## src/rtl/pc_bus_pkg.sv

```systemverilog
// Shared PC bus definitions: controller states, bus cycle codes
// and the wait-state selection used by the bus and DMA logic.
package pc_bus_pkg;

  typedef enum logic [2:0] {
    ST_IDLE,
    ST_T2,
    ST_WAIT,
    ST_DMA_GRANT,
    ST_DMA_REL
  } ws_state_t;

  typedef enum logic [1:0] {
    CYC_MEM     = 2'b00,
    CYC_IO      = 2'b01,
    CYC_INTA    = 2'b10,
    CYC_PASSIVE = 2'b11
  } cycle_t;

  function automatic logic [3:0] ws_count(
    input logic [1:0] ct,
    input logic [3:0] mem_ws,
    input logic [3:0] io_ws
  );
    return (ct == CYC_MEM) ? mem_ws : io_ws;
  endfunction

endpackage

```

## src/rtl/ws_counter.sv

```systemverilog
// 4-bit wait-state down counter: load, decrement on enable,
// zero flag. Decrement saturates at zero.
module ws_counter (
  input  logic       clk_i,
  input  logic       rst_ni,
  input  logic       load_i,
  input  logic [3:0] load_val_i,
  input  logic       dec_i,
  output logic       zero_o
);

  logic [3:0] cnt_q, cnt_d;

  always_comb begin
    cnt_d = cnt_q;
    if (load_i) begin
      cnt_d = load_val_i;
    end else if (dec_i && cnt_q != 4'd0) begin
      cnt_d = cnt_q - 4'd1;
    end
  end

  always_ff @(posedge clk_i or negedge rst_ni) begin
    if (!rst_ni) begin
      cnt_q <= 4'd0;
    end else begin
      cnt_q <= cnt_d;
    end
  end

  assign zero_o = (cnt_q == 4'd0);

endmodule

```

## src/rtl/wait_state_ctrl.sv

```systemverilog
// PC bus wait-state generator with DMA hold arbitration.
// Advances only on processor-clock ticks; all outputs registered.
module wait_state_ctrl
  import pc_bus_pkg::*;
#(
  parameter int unsigned MEM_WS = 0,
  parameter int unsigned IO_WS  = 1
) (
  input  logic       fpga_clk,
  input  logic       reset_n,
  input  logic       tick,
  input  logic       bus_start,
  input  logic [1:0] cycle_type,
  input  logic       dma_req,
  output logic       rdy1,
  output logic       aen1,
  output logic       dma_ack,
  output logic       busy
);

  ws_state_t  state_q, state_d;
  logic       rdy1_q, rdy1_d;
  logic       aen1_q, aen1_d;
  logic       ack_q, ack_d;
  logic       busy_q, busy_d;
  logic       cnt_load, cnt_dec, cnt_zero;
  logic       start_ok;
  logic [3:0] load_val;

  assign start_ok = bus_start &&
                    (cycle_type != CYC_PASSIVE);
  assign load_val = ws_count(cycle_type,
                             4'(MEM_WS),
                             4'(IO_WS));

  ws_counter u_cnt (
    .clk_i      (fpga_clk),
    .rst_ni     (reset_n),
    .load_i     (cnt_load),
    .load_val_i (load_val),
    .dec_i      (cnt_dec),
    .zero_o     (cnt_zero)
  );

  always_comb begin
    state_d  = state_q;
    rdy1_d   = rdy1_q;
    aen1_d   = aen1_q;
    ack_d    = ack_q;
    cnt_load = 1'b0;
    cnt_dec  = 1'b0;
    if (tick) begin
      unique case (state_q)
        ST_IDLE: begin
          // processor wins a same-tick DMA request
          if (start_ok) begin
            cnt_load = 1'b1;
            state_d  = ST_T2;
          end else if (dma_req) begin
            aen1_d  = 1'b1;
            state_d = ST_DMA_GRANT;
          end
        end
        ST_T2: begin
          if (cnt_zero) begin
            rdy1_d  = 1'b1;
            state_d = ST_IDLE;
          end else begin
            rdy1_d  = 1'b0;
            cnt_dec = 1'b1;
            state_d = ST_WAIT;
          end
        end
        ST_WAIT: begin
          if (cnt_zero) begin
            rdy1_d  = 1'b1;
            state_d = ST_IDLE;
          end else begin
            cnt_dec = 1'b1;
          end
        end
        ST_DMA_GRANT: begin
          if (dma_req) begin
            ack_d = 1'b1;
          end else begin
            ack_d   = 1'b0;
            state_d = ST_DMA_REL;
          end
        end
        ST_DMA_REL: begin
          aen1_d  = 1'b0;
          state_d = ST_IDLE;
        end
        default: begin
          state_d = ST_IDLE;
        end
      endcase
    end
    busy_d = (state_d != ST_IDLE);
  end

  always_ff @(posedge fpga_clk or negedge reset_n) begin
    if (!reset_n) begin
      state_q <= ST_IDLE;
      rdy1_q  <= 1'b1;
      aen1_q  <= 1'b0;
      ack_q   <= 1'b0;
      busy_q  <= 1'b0;
    end else begin
      state_q <= state_d;
      rdy1_q  <= rdy1_d;
      aen1_q  <= aen1_d;
      ack_q   <= ack_d;
      busy_q  <= busy_d;
    end
  end

  assign rdy1    = rdy1_q;
  assign aen1    = aen1_q;
  assign dma_ack = ack_q;
  assign busy    = busy_q;

endmodule

```

## config.mk

```make
export PLATFORM = sky130hd
export DESIGN_NAME = wait_state_ctrl
export DESIGN_NICKNAME = d
export VERILOG_FILES = /design/src/rtl/pc_bus_pkg.sv /design/src/rtl/ws_counter.sv /design/src/rtl/wait_state_ctrl.sv
export SDC_FILE = /design/constraint.sdc
export NUM_CORES = 1
export LEC_CHECK = 0
export BUFFER_PORTS_ARGS = -buffer_cell sky130_fd_sc_hd__buf_2
export CORE_AREA = 2 2 39 41
export CTS_CLUSTER_DIAMETER = 100
export CTS_CLUSTER_SIZE = 14
export DETAILED_ROUTE_END_ITERATION = 8
export DIE_AREA = 0 0 41 43
export GPL_TIMING_DRIVEN = 0
export MAX_ROUTING_LAYER = met4
export PLACE_DENSITY = 0.74
export SYNTH_ARGS = -nofsm -noshare
export SYNTH_HDL_FRONTEND = slang
export SYNTH_SLANG_ARGS = --single-unit
```

## constraint.sdc

```tcl
create_clock -name fpga_clk -period 2.5 [get_ports fpga_clk]
set_input_delay 0.25 -clock fpga_clk [delete_from_list [all_inputs] [get_ports fpga_clk]]
set_output_delay 0.25 -clock fpga_clk [all_outputs]
set_load 0.02 [all_outputs]
```

==> flow_summary.yaml <==
die:
  die_x_um: 41
  die-area_sq_um: 1760
  io_pins: 11
  num_rows: 14
  die_height_um: 43
  core-area_sq_um: 1380
  initial_utilization: 0.452
placed_design:
  routabilityCongestion: 0.772
  port_buffers: 10
  hpwlAfterDp_um: 879
clock_network:
  insertion_delay_ps: 270
  cts.sinks: 11
  ctsLongestPathBuffers: 2
  post_cts_resized: 0
  clkSlewWorstSetupHoldPaths_ps: 60
  cts_buffers: 3
  htree_levels: 1
  ctsRootBufferMaster: "clkbuf_4"
  cts_tree: "yes"
job:
  drv_cap: 0
synth:
  synthAdderAreaFrac: 0.0200
  muxShareOfSynthArea: 0.0820
  ys_types: 31
  yosys_warnings: 0
  seq_area_frac_synth: 0.442
  synth_compound_area_frac: 0.130
  synth_edf_count: 0
  netlist_instances: 62
  ys.flop_type: "dfrtp_1"
  synth_fp_nets: 70
  yosys.area_share.simple: 0.194
  synth-seq-cells: 11
  synth_top_family_by_area: "simple AND/OR/NAND/NOR gates"
  synth_xor_area_frac: 0.0280
  synthesis.area_sq_um: 626
  async_flop_share: 1.00
  avgSynthCellArea_sq_um: 10.1
routing:
  wl_per_cell_um: 12.0
  drc: 0
  first_iter_violations: 5
  routed_wirelength_um: 1120
  dr.pass1.iters: 4
  via_per_inst: 5.33
  ant_nets: 0
  vias: 496
sta:
  hold_viol_final: 0
  rsz0062_at_grt: "no"
  finalSetupTns_ps: 0
  worst_pin_slew_ps: 339
  setup_viol: 0
  maxSlewViolCount: 0
  fin_crit_ps: 1740
  fin_skew_ps: 9.16
  period_share: 0.694
  relSlewSlack: 0.771
  clock.fmax_mhz: 576
setup_path:
  start_kind: "register"
  cp_max_fo: 5
  cp.required_ps: 2660
  worstSetupEndpointType: "register"
  path_class: "reg2reg"
  regToRegSetupSlack_ps: 760
  arrival_ps: 1890
  rr_worst_depth: 7
outcome:
  outcome: "complete, no violations"
power_and_ir_drop:
  vdd_ir_drop_max_v: 0.000595
  p_per_area_nw_per_um2: 1210
  p_leak_nw: 0.368
grt:
  grt_antenna_before_repair: 0
  grt_pass1_vias: 445
  grt.overflow.total: 0
  track_usage: 0.158
  grt_pass1_wl_um: 1810
  grt_max_degree: 12
worst_hold_path:
  hold_path.class: "in2reg"
  worstHoldPathCells: 2
cells_and_area:
  postLayoutCoreUtil: 0.530
  diodes: 0
  drive_gt1_frac: 0.286
  nets: 86
  syn_to_final_growth_pct: 17.2
  layout_common_cells: "dfrtp_1, buf_2, inv_1"
  fillers: 135
-- through the flow --
| step | instance area [sq um] | cells | hold WS [ps] | total power [W] | setup slack (ps) |
|---|---|---|---|---|---|
| floorplan | 626 | 62 | -45.6 | 0.000674 | 881 |
| finish | 733 | 93 | 218 | 0.000890 | 765 |
| detailed placement | 696 | 88 | 137 | 0.000779 | 761 |
| CTS | 733 | 93 | 210 | 0.000902 | 747 |
| global route | 733 | 93 | 232 | 0.000963 | 703 |
| global placement | 696 | 88 | 132 | 0.000759 | 815 |
-- synthesized netlist by cell type, types with 2 or more instances --
| cell type | count | area (sq um) |
|---|---|---|
| a2bb2oi_1 | 2 | 17.5 |
| a31oi_1 | 3 | 18.8 |
| clkbuf_8 | 2 | 27.5 |
| dfrtp_1 | 10 | 250 |
| inv_1 | 7 | 26.3 |
| mux2i_1 | 4 | 40.0 |
| nand2_1 | 5 | 18.8 |
| nand3_1 | 3 | 15.0 |
| nor2_1 | 3 | 11.3 |
| nor3_1 | 2 | 10.0 |
-- final timing paths --
kind / startpoint / end
setup reg to reg: u_cnt.cnt_q[0] / u_cnt.cnt_q[1]
hold / removal: tick / aen1
max in group asynchronous: reset_n / rdy1
setup / recovery: u_cnt.cnt_q[0] / u_cnt.cnt_q[1]
min in group asynchronous: reset_n / u_cnt.cnt_q[3]
hold reg to reg: u_cnt.cnt_q[3] / u_cnt.cnt_q[3]
-- final cells by class --
| class | count | area (sq um) | area share |
|---|---|---|---|
| well taps | 16 | 20.0 | 0.0273 |
| multi-input cells | 41 | 284 | 0.387 |
| plain buffers | 3 | 38.8 | 0.0529 |
| flip-flops and latches | 11 | 277 | 0.377 |
| clock inverters | 1 | 5.00 | 0.00683 |
| clock buffers | 3 | 22.5 | 0.0307 |
| inverters | 7 | 26.3 | 0.0358 |
| repair buffers | 11 | 60.1 | 0.0819 |
-- cell families after synthesis --
family          after synthesis
simple gates                 22
compound gates               11
flops                        11
buf+inv                      10
mux                           5
xor+xnor                      2
fa+ha+maj                     1
-- critical path, stage by stage, from the launching register on --
cell	delay, ps
dfrtp_1	410
inv_1	70
ha_1	170
or3b_4	420
and3_1	190
buf_6	120
mux2i_1	100
and2_1	150
-- sequential cells by signal, summed over array words and instances, names as in the netlist --
name,count
u_cnt.cnt_q,4
state_q,3
rdy1,1
busy,1
aen1,1
dma_ack,1
-- timing repair --
| item | in CTS | in global routing |
|---|---|---|
| buffers inserted | 0 | 0 |
| hold endpoints to repair | 10 | 0 |
| hold buffers | 1 | 0 |
-- power breakdown --
part           internal [W]  switching (W)
Combinational      0.000227       0.000235
Clock             0.0000592      0.0000609
Sequential         0.000262      0.0000452
-- routing by layer --
layer  wire length, um  up-vias  global-route usage
met4                25        0              0.0800
met3                40        4              0.0471
met5                 0        -                   -
met1               519      234               0.200
met2               530        9               0.222
li1                  -      249                   -
Note: power is estimated with default switching activity, not from simulation.
